[config.mk]
export PLATFORM = sky130hd
export DESIGN_NAME = board_store
export DESIGN_NICKNAME = d
export VERILOG_FILES = /design/src/rtl/chess_pkg.sv /design/src/rtl/chess_init_rom.sv /design/src/rtl/board_store.sv
export SDC_FILE = /design/constraint.sdc
export NUM_CORES = 1
export LEC_CHECK = 0
export BUFFER_PORTS_ARGS = -buffer_cell sky130_fd_sc_hd__buf_2
export CAP_MARGIN = 20
export CORE_AREA = 2 2 240 183
export CTS_CLUSTER_SIZE = 30
export DETAILED_ROUTE_END_ITERATION = 12
export DIE_AREA = 0 0 242 185
export PLACE_DENSITY = 0.8
export SYNTH_ARGS = -nofsm -noshare
export SYNTH_HDL_FRONTEND = slang
export SYNTH_SLANG_ARGS = --single-unit
[constraint.sdc]
create_clock -name clk -period 3.9 [get_ports clk]
set_input_delay 0.195 -clock clk [delete_from_list [all_inputs] [get_ports clk]]
set_output_delay 0.195 -clock clk [all_outputs]
set_load 0.005 [all_outputs]
[src/rtl/chess_pkg.sv]
// Shared definitions for the chess board store: piece codes,
// controller state encoding and square addressing helpers.
package chess_pkg;

  localparam logic [3:0] EMPTY    = 4'd0;
  localparam logic [3:0] B_PAWN   = 4'd1;
  localparam logic [3:0] B_KNIGHT = 4'd2;
  localparam logic [3:0] B_BISHOP = 4'd3;
  localparam logic [3:0] B_ROOK   = 4'd4;
  localparam logic [3:0] B_QUEEN  = 4'd5;
  localparam logic [3:0] B_KING   = 4'd6;
  localparam logic [3:0] W_PAWN   = 4'd7;
  localparam logic [3:0] W_KNIGHT = 4'd8;
  localparam logic [3:0] W_BISHOP = 4'd9;
  localparam logic [3:0] W_ROOK   = 4'd10;
  localparam logic [3:0] W_QUEEN  = 4'd11;
  localparam logic [3:0] W_KING   = 4'd12;

  // white code = black code + this offset
  localparam logic [3:0] COLOR_OFS = 4'd6;

  typedef enum logic [2:0] {
    S_IDLE,
    S_INIT,
    S_MV_RD,
    S_MV_WR,
    S_MV_CLR,
    S_DONE
  } state_t;

  function automatic int unsigned sq_addr(
    input int unsigned x,
    input int unsigned y,
    input int unsigned dim
  );
    return y * dim + x;
  endfunction

  function automatic logic coord_ok(
    input int unsigned c,
    input int unsigned dim
  );
    return c < dim;
  endfunction

endpackage

[src/rtl/chess_init_rom.sv]
// Combinational initial-board table: square address -> piece code.
// Ports: i_addr (square address), o_piece (code loaded at init).
module chess_init_rom
  import chess_pkg::*;
#(
  parameter int unsigned BOARD_DIM  = 8,
  parameter int unsigned PIECE_W    = 4,
  parameter int unsigned INIT_CHESS = 1,
  parameter int unsigned AW         = 6
) (
  input  logic [AW-1:0]      i_addr,
  output logic [PIECE_W-1:0] o_piece
);

  int unsigned w_row;
  int unsigned w_col;
  logic [3:0]  w_back;

  assign w_row = 32'(i_addr) / BOARD_DIM;
  assign w_col = 32'(i_addr) % BOARD_DIM;

  // back-rank layout, black codes
  always_comb begin
    w_back = EMPTY;
    case (w_col)
      0, 7:    w_back = B_ROOK;
      1, 6:    w_back = B_KNIGHT;
      2, 5:    w_back = B_BISHOP;
      3:       w_back = B_QUEEN;
      4:       w_back = B_KING;
      default: w_back = EMPTY;
    endcase
  end

  always_comb begin
    o_piece = '0;
    if (INIT_CHESS != 0 && BOARD_DIM == 8) begin
      if (w_row == 0)
        o_piece = PIECE_W'(w_back);
      else if (w_row == 1)
        o_piece = PIECE_W'(B_PAWN);
      else if (w_row == 6)
        o_piece = PIECE_W'(W_PAWN);
      else if (w_row == 7)
        o_piece = PIECE_W'(w_back + COLOR_OFS);
    end
  end

endmodule

[src/rtl/board_store.sv]
// Board-state memory: NUM_RD registered read ports, atomic moves
// and self-initialisation. Ports: clk/reset, init_req, move_req,
// src/dst coords, rd_x/rd_y -> rd_data, busy, done, move results.
module board_store
  import chess_pkg::*;
#(
  parameter int unsigned BOARD_DIM  = 8,
  parameter int unsigned COORD_W    = 3,
  parameter int unsigned PIECE_W    = 4,
  parameter int unsigned NUM_RD     = 4,
  parameter int unsigned INIT_CHESS = 1
) (
  input  logic                        clk,
  input  logic                        reset,
  input  logic                        init_req,
  input  logic                        move_req,
  input  logic [COORD_W-1:0]          src_x,
  input  logic [COORD_W-1:0]          src_y,
  input  logic [COORD_W-1:0]          dst_x,
  input  logic [COORD_W-1:0]          dst_y,
  input  logic [NUM_RD*COORD_W-1:0]   rd_x,
  input  logic [NUM_RD*COORD_W-1:0]   rd_y,
  output logic [NUM_RD*PIECE_W-1:0]   rd_data,
  output logic                        busy,
  output logic                        done,
  output logic [PIECE_W-1:0]          moved_piece,
  output logic [PIECE_W-1:0]          captured_piece,
  output logic                        move_err
);

  localparam int unsigned DEPTH = BOARD_DIM * BOARD_DIM;
  localparam int unsigned AW =
    (DEPTH > 1) ? $clog2(DEPTH) : 1;

  state_t r_state;
  state_t w_next;

  logic [AW-1:0]      r_addr;
  logic [COORD_W-1:0] r_sx, r_sy, r_dx, r_dy;
  logic [PIECE_W-1:0] r_mem [DEPTH];
  logic [PIECE_W-1:0] r_moved;
  logic [PIECE_W-1:0] r_captured;
  logic               r_err;

  logic [NUM_RD*PIECE_W-1:0] r_rd_data;
  logic [PIECE_W-1:0]        w_rd_val [NUM_RD];

  logic               w_src_ok, w_dst_ok;
  logic [AW-1:0]      w_src_a, w_dst_a;
  logic [PIECE_W-1:0] w_src_piece, w_dst_piece;
  logic               w_same, w_bad;
  logic [PIECE_W-1:0] w_rom;

  logic               w_we;
  logic [AW-1:0]      w_waddr;
  logic [PIECE_W-1:0] w_wdata;

  chess_init_rom #(
    .BOARD_DIM (BOARD_DIM),
    .PIECE_W   (PIECE_W),
    .INIT_CHESS(INIT_CHESS),
    .AW        (AW)
  ) u_rom (
    .i_addr (r_addr),
    .o_piece(w_rom)
  );

  assign w_src_ok =
    coord_ok(32'(r_sx), BOARD_DIM) &&
    coord_ok(32'(r_sy), BOARD_DIM);
  assign w_dst_ok =
    coord_ok(32'(r_dx), BOARD_DIM) &&
    coord_ok(32'(r_dy), BOARD_DIM);

  assign w_src_a =
    AW'(sq_addr(32'(r_sx), 32'(r_sy), BOARD_DIM));
  assign w_dst_a =
    AW'(sq_addr(32'(r_dx), 32'(r_dy), BOARD_DIM));

  assign w_src_piece = w_src_ok ? r_mem[w_src_a] : '0;
  assign w_dst_piece = w_dst_ok ? r_mem[w_dst_a] : '0;

  assign w_same = (r_sx == r_dx) && (r_sy == r_dy);
  assign w_bad  = !w_src_ok || !w_dst_ok ||
                  (w_src_piece == '0);

  always_comb begin
    w_next  = r_state;
    w_we    = 1'b0;
    w_waddr = '0;
    w_wdata = '0;
    busy    = 1'b0;
    done    = 1'b0;
    unique case (r_state)
      S_IDLE: begin
        if (init_req)
          w_next = S_INIT;
        else if (move_req)
          w_next = S_MV_RD;
      end
      S_INIT: begin
        busy    = 1'b1;
        w_we    = 1'b1;
        w_waddr = r_addr;
        w_wdata = w_rom;
        if (r_addr == AW'(DEPTH - 1))
          w_next = S_DONE;
      end
      S_MV_RD: begin
        busy = 1'b1;
        // rejected and null moves skip both writes
        if (w_bad || w_same)
          w_next = S_DONE;
        else
          w_next = S_MV_WR;
      end
      S_MV_WR: begin
        busy    = 1'b1;
        w_we    = 1'b1;
        w_waddr = w_dst_a;
        w_wdata = r_moved;
        w_next  = S_MV_CLR;
      end
      S_MV_CLR: begin
        busy    = 1'b1;
        w_we    = 1'b1;
        w_waddr = w_src_a;
        w_wdata = '0;
        w_next  = S_DONE;
      end
      S_DONE: begin
        done   = 1'b1;
        w_next = S_IDLE;
      end
      default: w_next = S_INIT;
    endcase
  end

  always_ff @(posedge clk) begin
    if (reset) begin
      r_state    <= S_INIT;
      r_addr     <= '0;
      r_sx       <= '0;
      r_sy       <= '0;
      r_dx       <= '0;
      r_dy       <= '0;
      r_moved    <= '0;
      r_captured <= '0;
      r_err      <= 1'b0;
    end else begin
      r_state <= w_next;
      if (r_state == S_IDLE && init_req)
        r_addr <= '0;
      else if (r_state == S_INIT)
        r_addr <= r_addr + 1'b1;
      if (r_state == S_IDLE && !init_req && move_req) begin
        r_sx <= src_x;
        r_sy <= src_y;
        r_dx <= dst_x;
        r_dy <= dst_y;
      end
      if (r_state == S_MV_RD) begin
        r_moved    <= w_src_piece;
        r_captured <= (w_same && !w_bad) ? '0 : w_dst_piece;
        r_err      <= w_bad;
      end
    end
  end

  // single write port; a reset cycle drops any pending write
  always_ff @(posedge clk) begin
    if (!reset && w_we)
      r_mem[w_waddr] <= w_wdata;
  end

  for (genvar g = 0; g < NUM_RD; g++) begin : g_rd
    logic [COORD_W-1:0] w_x, w_y;
    logic               w_ok;
    logic [AW-1:0]      w_a;
    assign w_x  = rd_x[g*COORD_W +: COORD_W];
    assign w_y  = rd_y[g*COORD_W +: COORD_W];
    assign w_ok = coord_ok(32'(w_x), BOARD_DIM) &&
                  coord_ok(32'(w_y), BOARD_DIM);
    assign w_a  =
      AW'(sq_addr(32'(w_x), 32'(w_y), BOARD_DIM));
    assign w_rd_val[g] = w_ok ? r_mem[w_a] : '0;
  end

  // registered from pre-write memory: read-before-write
  always_ff @(posedge clk) begin
    if (reset) begin
      r_rd_data <= '0;
    end else begin
      for (int i = 0; i < NUM_RD; i++)
        r_rd_data[i*PIECE_W +: PIECE_W] <= w_rd_val[i];
    end
  end

  assign rd_data        = r_rd_data;
  assign moved_piece    = r_moved;
  assign captured_piece = r_captured;
  assign move_err       = r_err;

endmodule
==> run summary <==
area fraction of the dominant cell type after synthesis: 47.9%
worst-case hold path end point: r_addr[5]
register area: 8680 um2
clock root buffer: clkbuf_16
met2 Use GR: 49.8%
Worst Hold Path Cells: 3
Remaining DRCs: 0
H-tree depth: 2
vias in the first global route: 15500
Pleak: 7.68 nW
commonest cells in the netlist: mux4_2 (473), edfxtp_1 (256), nor2_1 (119), clkbuf_1 (61), dfxtp_1 (49)
layout cells sized above 1: 49.7%
Worst VDD drop: 0.000323 V
Worst slew margin: 29.9%
all-layer global routing usage: 36.5%
via count: 16500
EDFF count, synth: 256
RSZ-0062 raised after global routing: no
CTS tree: yes
final WL: 80600 um
Seq cells post-synth: 305
hpwl dp: 54300 um
Slew @ Worst Pin: 1050 ps
grt ovf: 0
Ys Warns: 0
Top FF cell, synth: edfxtp_1
status: complete, no violations
Skew-Pair Late Insertion Delay: 550 ps
cell area after layout: 24600 um2
num rows: 66
met1 Track Usage GR: 47.4%
final core utilization: 57.8%
Clock transition at path regs: 60 ps
global-route wire length before repair: 115000 um
Net Count, Synth: 1345
Initial Util: 52.2%
FF-to-FF End: r_mem[59][0]
setup TNS: 0 ps
vias per cell: 8.49
worst reg2reg setup slack: 330 ps
FF-to-FF Start: r_state[2]
synthesis-to-layout area growth: 10.7%
Synth async-reset ratio: 0%
die height: 185 um
number of I/O port buffers: 66
post-synth top area cell: mux4_2
DR WL/cell: 41.4 um
CTS buffer count: 34
area of the multi-input gates: 12900 um2
Hold WC Path Type: in -> reg
r2r worst-path depth: 5
ranking of synthesized cells by area: mux4_2 (48%), edfxtp_1 (35%), dfxtp_1 (4.4%)
die area: 44800 um2
Peak Freq: 280 MHz
setup bufs post-CTS: 0
CTS sink cnt: 305
CP required: 4070 ps
synth unique cells: 58
Core Footprint: 42600 um2
final worst-path cycle share: 91.5%
initial antenna violation count: 8
Mean Syn Cell Area: 17.1 um2
CP Launch Type: flip-flop
Critical Path Fanout Max: 10
IO Pins: 67
initial DRC count: 3638
top-count cell post-synth: mux4_2
clock skew: 32.0 ps
nets: 1387
Power, Total: 0.00827 W
Fin. Hold Viols: 0
count of max-cap constraint violations: 0
Setup violations, final: 0
Synth Instances: 1300
Mapped Area: 22200 um2
CTS resizes: 0
crit end category: flip-flop
min-delay src: init_req
Worst EP arrival: 3740 ps
min Tclk post-route: 3570 ps
DRT antenna net count: 0
drt first pass iters: 9
gr busiest metal: met2
Die W: 242 um
Seq/Total Area, Yosys: 39.0%
crit path kind: reg -> reg
P per Cell Area: 336 nW/um2
hold_buf cts: 13
CTS max path bufs: 3
# fillers: 3152
pins over their slew limit: 0
met3 Use GR: 20.1%
GPL Wtd Cong: 1.02
largest net degree at the start of global routing: 65
dpl cell area: 23300 um2
-- cells in the final DEF (no fill, tap or decap), types with 6 or more instances in the layout --
cell / n
mux2i_1: 30
a211oi_1: 8
a21oi_1: 19
dfxtp_1: 44
edfxtp_1: 256
clkbuf_16: 37
nand2_1: 28
buf_4: 51
nor3_1: 15
nand3_1: 9
nor2b_1: 20
o22ai_1: 12
nor2_1: 116
mux4_2: 473
inv_1: 7
clkinv_2: 10
buf_12: 15
nand2b_1: 9
mux2_2: 6
buf_2: 62
xor2_1: 6
dlygate4sd3_1: 13
o21ai_0: 9
nand4_1: 8
or3_1: 6
-- routing by layer --
metal	wire, um	vias up
met5	103	-
met1	25200	8126
li1	-	5839
met4	5370	12
met3	17000	411
met2	32900	2127
-- layout make-up --
class                   count  share of cell area, %
diodes                      1                 0.0102
repair buffers            141                   4.56
clock inverters            19                  0.686
well taps                 578                   2.94
clock buffers              42                   3.84
multi-input cells         851                   52.5
flip-flops and latches    305                   35.3
inverters                   9                  0.137
-- sequential cells by signal, indices dropped and copies added, names as in the netlist --
register	flops
r_dx	3
r_state	3
r_sx	3
u_rom.w_back	3
captured_piece	4
rd_data	16
r_sy	3
move_err	1
r_addr	6
r_mem	256
r_dy	3
moved_piece	4
-- worst max-delay path, cell delays in order (launching register included) --
cell and delay, ps:
dfxtp_1 490, nor3b_2 530, a21oi_1 350, or3_1 570
or3_1 650, nor2_1 620
-- where the power goes --
group	total (W)	switching, W	internal (W)
sequential	0.00371	0.0000345	0.00368
combinational	0.00125	0.000729	0.000523
clock	0.00331	0.00143	0.00188
total	0.00827	0.00219	0.00608
-- through the flow --
stage | setup slack [ps] | instances | hold WS, ps
6_report | 330 | 1946 | 160
5_1_grt | 274 | 1945 | 173
4_1_cts | 511 | 1944 | 138
3_5_place_dp | 552 | 1870 | 433
3_3_place_gp | 634 | 1870 | 426
2_1_floorplan | 636 | 1300 | 339
-- how the worst max path moves through the flow --
stage,start,end,slack [ps],cells after the start
global route,r_state[2],r_mem[16][1],270,9
global placement,r_state[0],r_mem[59][3],630,9
detailed placement,r_state[2],r_mem[59][3],550,5
finish,r_state[2],r_mem[59][0],330,5
floorplan,r_state[1],r_mem[0][3],640,5
CTS,r_state[2],r_mem[59][0],510,5
-- logic make-up after synthesis --
kind of cell | after synthesis | synth area share (%)
compound gates | 93 | 2.91
xor+xnor | 11 | 0.433
fa+ha+maj | 5 | 0.281
buf+inv | 144 | 2.95
flops | 305 | 39.0
mux | 509 | 49.6
simple gates | 233 | 4.87
Note: power is estimated with default switching activity, not from simulation.
